--- config.mk ---
export PLATFORM = sky130hd
export DESIGN_NAME = and_or_xor_gates
export DESIGN_NICKNAME = d
export VERILOG_FILES = /design/src/rtl/and_or_xor_gates_pkg.sv /design/src/rtl/and_or_xor_gates_gate_bitwise.sv /design/src/rtl/and_or_xor_gates.sv
export SDC_FILE = /design/constraint.sdc
export NUM_CORES = 1
export LEC_CHECK = 0
export CORE_MARGIN = 2
export CORE_UTILIZATION = 48
export DETAILED_ROUTE_END_ITERATION = 12
export GPL_TIMING_DRIVEN = 0
export PLACE_DENSITY_LB_ADDON = 0.1
export SYNTH_ARGS = -nofsm -noshare
export SYNTH_HDL_FRONTEND = slang
export SYNTH_SLANG_ARGS = --single-unit
--- constraint.sdc ---
create_clock -name clk -period 4.77 [get_ports clk]
set_input_delay 0.477 -clock clk [delete_from_list [all_inputs] [get_ports clk]]
set_output_delay 0.477 -clock clk [all_outputs]
set_load 0.02 [all_outputs]
--- src/rtl/and_or_xor_gates_pkg.sv ---
// Shared definitions for the and/or/xor gate block.
// Registered-result op encoding, counter width and a saturating increment.
package and_or_xor_gates_pkg;

  typedef enum logic [1:0] {
    OP_AND  = 2'b00,
    OP_OR   = 2'b01,
    OP_XOR  = 2'b10,
    OP_XNOR = 2'b11
  } op_e;

  localparam int CNT_W = 16;
  localparam logic [CNT_W-1:0] CNT_MAX = '1;

  // Operation counter sticks at all-ones rather than wrapping back to zero.
  function automatic logic [CNT_W-1:0] sat_inc(input logic [CNT_W-1:0] c);
    return (c == CNT_MAX) ? c : c + CNT_W'(1);
  endfunction

endpackage

--- src/rtl/and_or_xor_gates_gate_bitwise.sv ---
// Four bitwise functions of a and b, shared by the live outputs and the op mux.
// Latency: purely combinational. Backpressure: none.
module gate_bitwise #(
  parameter int WIDTH = 1
) (
  input  logic [WIDTH-1:0] a,
  input  logic [WIDTH-1:0] b,
  output logic [WIDTH-1:0] y_and,
  output logic [WIDTH-1:0] y_or,
  output logic [WIDTH-1:0] y_xor,
  output logic [WIDTH-1:0] y_xnor
);

  assign y_and  = a & b;
  assign y_or   = a | b;
  assign y_xor  = a ^ b;
  assign y_xnor = ~(a ^ b);

endmodule

--- src/rtl/and_or_xor_gates.sv ---
// Live AND/OR/XOR outputs plus an op-selected result registered on in_valid.
// Latency: 0 cycles combinational, 1 cycle registered. Backpressure: none, one op per cycle.
module and_or_xor_gates
  import and_or_xor_gates_pkg::*;
#(
  parameter int WIDTH = 1
) (
  input  logic             clk,
  input  logic             rst_n,
  input  logic [WIDTH-1:0] a,
  input  logic [WIDTH-1:0] b,
  input  logic             in_valid,
  input  logic [1:0]       op,
  output logic [WIDTH-1:0] y_and,
  output logic [WIDTH-1:0] y_or,
  output logic [WIDTH-1:0] y_xor,
  output logic [WIDTH-1:0] y_q,
  output logic             out_valid,
  output logic [CNT_W-1:0] cnt_q
);

  logic [WIDTH-1:0] xnor_w;
  logic [WIDTH-1:0] sel_dat;

  gate_bitwise #(
    .WIDTH (WIDTH)
  ) u_gate_bitwise (
    .a      (a),
    .b      (b),
    .y_and  (y_and),
    .y_or   (y_or),
    .y_xor  (y_xor),
    .y_xnor (xnor_w)
  );

  always_comb begin
    sel_dat = y_and;
    case (op_e'(op))
      OP_AND:  sel_dat = y_and;
      OP_OR:   sel_dat = y_or;
      OP_XOR:  sel_dat = y_xor;
      OP_XNOR: sel_dat = xnor_w;
      default: sel_dat = y_and;
    endcase
  end

  // op and operands only matter on an accepted cycle; otherwise the result holds.
  always_ff @(posedge clk or negedge rst_n) begin
    if (!rst_n) begin
      y_q       <= '0;
      out_valid <= 1'b0;
      cnt_q     <= '0;
    end else begin
      out_valid <= in_valid;
      if (in_valid) begin
        y_q   <= sel_dat;
        cnt_q <= sat_inc(cnt_q);
      end
    end
  end

endmodule

# ---- After elaboration in Yosys (flattened, before gate mapping)
# Cells that the tools add are included.
# W data, S select, Z words.
dict set report word_totals {
  in_bits 7
  out_inout_bits 21
  elab_cells 16
  regBits 18
}
dict set report op_classes {
  eq_ne 4
  muxes 1
  addsub 1
  reduce_logical 2
  n_bitwise 5
}
# cell n
set ops {}
lappend ops {{$add A16 B1 Y16 const B} 1}
lappend ops {{$eq A16 B16 Y1 const B} 1}
lappend ops {{$eq A2 B2 Y1 const B} 2}
lappend ops {{$pmux W1 S4} 1}
lappend ops {{$eq A2 B1 Y1 const B} 1}
lappend ops {{$logic_not A2 Y1} 1}
lappend ops {{$not A1 Y1} 2}
lappend ops {{$reduce_and A2 Y1} 1}
lappend ops {{$and A1 B1 Y1} 1}
lappend ops {{$or A1 B1 Y1} 1}
lappend ops {{$xor A1 B1 Y1} 1}

# ---- Depth between registers and ports, before layout
dict set report depth {
  ltp_word 3
  mapped_depth 6
  mapped_depth_nobuf 6
}

# ---- By module
# From an unflattened synthesis, not the netlist that was laid out.
dict set report unflattened {
  hier_cells 89
  area_unflattened_um2 970.9
}
# module cells_per_inst seq_area_each_um2 area_per_inst_um2 instances
set modules_own_cells {}
lappend modules_own_cells {and_or_xor_gates 83 450.4 930.9 1}
lappend modules_own_cells {gate_bitwise 6 0.0 40.0 1}

# ---- Worst setup path before layout
# Ideal clock, no wire load.
dict set report synth_timing {
  kind {register to register}
  from {reg cnt_q[0]}
  to {reg cnt_q[1]}
  path_stages_with_launch 5
  required_time_ns 4.645
  setup_slack_ns 3.043
  synth_period_minus_slack_ns 1.727
  arrival_time_ns 1.602
  setup_ns 0.125
  path_buffers 0
  cell_sequence {dfrtp_1 -> ha_1 -> nand3_1 -> o41ai_4 -> mux2_4}
}
dict set report synth_between {
  elab_chain_len 3
  elab_cells_between_ends 4
  classes_between {1 x add/sub; 1 x eq/ne; 1 x bitwise; 1 x reduce/logical}
}
# element line
set synth_lines {}
lappend synth_lines {{start: declaration} and_or_xor_gates.sv:19} ;# output logic [CNT_W-1:0] cnt_q
lappend synth_lines {{start signal: assignment} and_or_xor_gates.sv:57} ;# cnt_q <= sat_inc(cnt_q);
lappend synth_lines {{parallel branches: the longest is 3 deep, another holds $add A16 B1 Y16} -}
# Parallel ways; which one is timed is not known.
# A chain may end at the register's enable or synchronous reset.

# ---- Worst setup path in the final report
dict set report layout_timing {
  from {in a}
  to {out y_xor}
}
dict set report layout_between {
  elab_chain_len 1
}
# element line
set layout_lines {}
lappend layout_lines {{start: declaration} and_or_xor_gates.sv:10} ;# input logic [WIDTH-1:0] a,
lappend layout_lines {{$xor A1 B1 Y1} and_or_xor_gates_gate_bitwise.sv:16} ;# assign y_xor = a ^ b;
lappend layout_lines {{end: declaration} and_or_xor_gates.sv:16} ;# output logic [WIDTH-1:0] y_xor,
# Every way passes these cells.

==> Flow_metrics.wiki <==
{| class="wikitable"
! Metric !! Value
|-
| Antenna violations before repair || 0
|-
| Multiplexer fraction of the synthesized cell area || 3.96%
|-
| Most instantiated flip-flop cell in the synthesis netlist || sky130_fd_sc_hd__dfrtp_1
|-
| Number of buffers between clock root and the deepest sink || 2
|-
| Number of gates given a new drive strength after cts || 0
|-
| Largest stage delay, worst path || a little over 600 ps
|-
| Pwr dens || 412 nW/um^2
|-
| Outcome || finished, final reports clean
|-
| Net total in the final layout || 126
|-
| H-tree depth || 1
|-
| Final Wtd Congestion || between 0.8 and 0.9
|-
| Routed wire length || 1700 um
|-
| Number of design rule violations left after detail routing || 0
|-
| Data arrival, critical path || roughly 1900 ps
|-
| Routed length on met3 || 40 um
|-
| Largest net degree at the start of global routing || 19
|-
| Average cell area after synthesis || 10.9 um^2
|-
| Vias in the first global route || 671
|-
| Main combinational cell family by area after synthesis || simple AND/OR/NAND/NOR gates
|-
| Dominant cell type by area after synthesis || sky130_fd_sc_hd__dfrtp_1
|-
| Leading post-synthesis cells by instance count || sky130_fd_sc_hd__dfrtp_1, sky130_fd_sc_hd__xnor2_1, sky130_fd_sc_hd__nand2_1, sky130_fd_sc_hd__nand4_1, sky130_fd_sc_hd__nor2_1
|-
| Net switching fraction of the power || a little over a third
|-
| Internal Pwr Total || 333 uW
|-
| Parity-gate share of the synthesized area counting xor and xnor cells || 12.4%
|-
| Flip-flop and latch area || 450 um^2
|-
| Number of nets with antenna violations after routing || 0
|-
| Post-synth EDFFs || 0
|-
| Maximum ir drop on the vdd rail || a little over 300 uV
|-
| Share of power burned in combinational logic || 37.9%
|-
| Tot Pwr || 516 uW
|-
| Data required time at the worst endpoint || 4290 ps
|-
| Fraction of the mapped netlist area in adder cells || ~4.1%
|-
| Yosys warns || 0
|-
| Clock period minus worst slack || 2400 ps
|-
| Initial Utilization || between 50% and 60%
|-
| Dpl hpwl || 1270 um
|-
| Highest attainable clock frequency || approximately 0.42 GHz
|-
| Reg2Reg Depth || 4
|-
| Die boundary height || 47.7 um
|-
| List of cells traversed by the critical path || clkdlybuf4s50_1 > inv_1 > ha_1 > clkdlybuf4s50_1
|-
| Number of placement rows || 15
|-
| Highest metal layer with signal wires || met4
|-
| Root cell of the clock tree || sky130_fd_sc_hd__clkbuf_4
|-
| Max-slew violations || 0
|-
| Core occupancy in the finished layout || between 70% and 80%
|-
| Simple-Gate Fraction of Synth Area || 22.3%
|-
| Layout overhead on the synthesized area || 36.9%
|-
| Post-Syn Area || 916 um^2
|-
| Iteration-0 DRC count of the detailed router || 12
|-
| Total Die Area || 2270 um^2
|-
| Max-Slew Margin vs Limit || 48.3%
|-
| RSZ-0062 raised after global routing || false
|-
| Synth Register Bits || 18
|-
| Count of hold-fix buffers inserted at cts || 0
|-
| Number of endpoints with negative hold slack in the final report || 0
|-
| Complex-gate fraction of the synthesized area || 6.42%
|-
| Via Count || 710
|-
| GRT Overall Usage || 18.1%
|-
| Number of violations of the max-capacitance limit || 0
|-
| DIE WIDTH || around 48 um
|-
| Clock transition at the registers of the reported paths || ~100 ps
|-
| Fraction of final layout cells with drive strength greater than 1 || 7.83%
|-
| Min-Delay Path Depth || 1
|-
| Worst slew pin tran || approximately 770 ps
|-
| Post-synthesis instance total || 84
|-
| Sequential area share after synthesis || between 40% and 50%
|-
| Class of the tightest hold or removal check || reg2reg
|-
| Power share of the sequential group || 44.2%
|-
| Highest fanout seen on the critical path || 2
|-
| Clock Power Share || about 18%
|-
| Largest cells by area after synthesis || sky130_fd_sc_hd__dfrtp_1, sky130_fd_sc_hd__xnor2_1, sky130_fd_sc_hd__nand4_1
|-
| Setup Crit Path Kind || in2out
|-
| Switching power || about 180 uW
|-
| Most used standard cell by instance count after synthesis || sky130_fd_sc_hd__dfrtp_1
|-
| Slowest cell on the critical path || sky130_fd_sc_hd__clkdlybuf4s50_1
|-
| Total of endpoints with negative setup slack in the final report || 0
|-
| Clk sinks || 18
|-
| Core ar. || 1760 um^2
|-
| Largest clock skew in the final design || between 2 and 3 ps
|-
| Non-filler cells, final || 140
|-
| Met1 WL || 815 um
|-
| Overflow left after global routing || 0
|-
| Setup Fix Bufs, Post-CTS || 0
|-
| Detail-routed net length per standard cell || approximately 12 um
|-
| Number of placed instances with taps included || 136
|-
| First-pass DRT Iterations || 4
|-
| Area share of the largest cell type after synthesis || 49.2%
|-
| Number of buffers added by the clock tree synthesis step || 3
|-
| Number of top-level pins || 28
|-
| Number of distinct library cells after synthesis || 24
|-
| Detailed-route vias per instance || 5.07
|-
| Type of destination of the critical path || output pin
|-
| Final clock period utilization by the worst path || 50.3%
|-
| Count of fill cells added during filler insertion || 151
|-
| Antenna fix cells || 0
|-
| Met2 routed wirelength || slightly above 800 um
|-
| Global-route wire length before repair || 2870 um
|-
| Static power due to leakage || 0.000548 uW
|-
| Number of input and output port buffers inserted || 27
|-
| Clk Latency, worst-skew pair || 280 ps
|-
| Setup crit start kind || input pin
|-
| Final setup TNS || 0 ps
|-
| CTS tree || done
|-
| Number of nets produced by synthesis || 94
|-
| Async SR Flop Fraction || between 90% and 100%
|-
| Critical Path Most Common Cell || sky130_fd_sc_hd__clkdlybuf4s50_1
|-
| Total area of multi-input combinational cells || 450 um^2
|}
placed cells by master (no fill, tap or decap), types with 3 or more instances in the layout:
master | synthesis | routed
sky130_fd_sc_hd__clkdlybuf4s50_1 | 0 | 27
sky130_fd_sc_hd__nor3_1 | 4 | 4
sky130_fd_sc_hd__nand2_1 | 7 | 7
sky130_fd_sc_hd__nor2_1 | 7 | 7
sky130_fd_sc_hd__inv_1 | 4 | 4
sky130_fd_sc_hd__dfrtp_1 | 18 | 18
sky130_fd_sc_hd__clkbuf_4 | 0 | 3
sky130_fd_sc_hd__xor2_1 | 5 | 5
sky130_fd_sc_hd__xnor2_1 | 8 | 8
sky130_fd_sc_hd__nand3_1 | 5 | 5
sky130_fd_sc_hd__ha_1 | 3 | 3
sky130_fd_sc_hd__nand4_1 | 7 | 7
layout make-up:
cell class / instances / area share [%]
sequential: 18 / 35.9
multi-input combinational: 62 / 35.9
timing repair buffer: 27 / 21.6
clock buffer: 4 / 2.89
tap: 25 / 2.50
inverter: 4 / 1.20
worst max-delay path, delay by kind of cell:
family,cells,cell delay [ps]
buffers and inverters,3,1140
adders and majority gates,1,310
sequential cells by signal (all words and copies together), names as in the netlist:
| register | count |
|---|---|
| cnt_q | 16 |
| out_valid | 1 |
| y_q | 1 |
worst paths after layout:
| check | from | end | slack, ps |
|---|---|---|---|
| setup / recovery | a | y_xor | 2370 |
| hold / removal | cnt_q[7]$_DFFE_PN0P_ | cnt_q[7]$_DFFE_PN0P_ | 500 |
| setup reg to reg | cnt_q[0]$_DFFE_PN0P_ | cnt_q[1]$_DFFE_PN0P_ | 3030 |
| max in group asynchronous | rst_n | cnt_q[2]$_DFFE_PN0P_ | 3660 |
| min in group asynchronous | rst_n | cnt_q[12]$_DFFE_PN0P_ | 630 |
| hold reg to reg | cnt_q[7]$_DFFE_PN0P_ | cnt_q[7]$_DFFE_PN0P_ | 500 |
through the flow:
stage,instance area [um^2],worst slack [ps],hold slack (ps)
floorplan,916,3040,181
global placement,1220,2380,480
detailed placement,1220,2360,489
CTS,1250,2360,510
global route,1250,2320,521
finish,1250,2370,504
power by group through the flow:
stage | Combinational, uW | Sequential (uW) | Clock, uW
floorplan | 68.9 | 265 | 0
global placement | 194 | 229 | 0
detailed placement | 196 | 230 | 0
CTS | 198 | 228 | 96.6
global route | 214 | 235 | 102
finish | 196 | 228 | 92.4
routing by layer:
layer	GRT usage [%]	up-vias
met3	2.26	2
li1	-	362
met4	9.73	0
met2	27.5	13
met5	0	-
met1	25.1	333
kinds of logic after synthesis:
family	Yosys count
and+or+nand+nor	37
buffers and inverters	4
AOI/OAI and AO/OA	6
muxes	3
adders and majority gates	3
xor gates and xnor gates	13
DFF	18
Note: power is estimated with default switching activity, not from simulation.
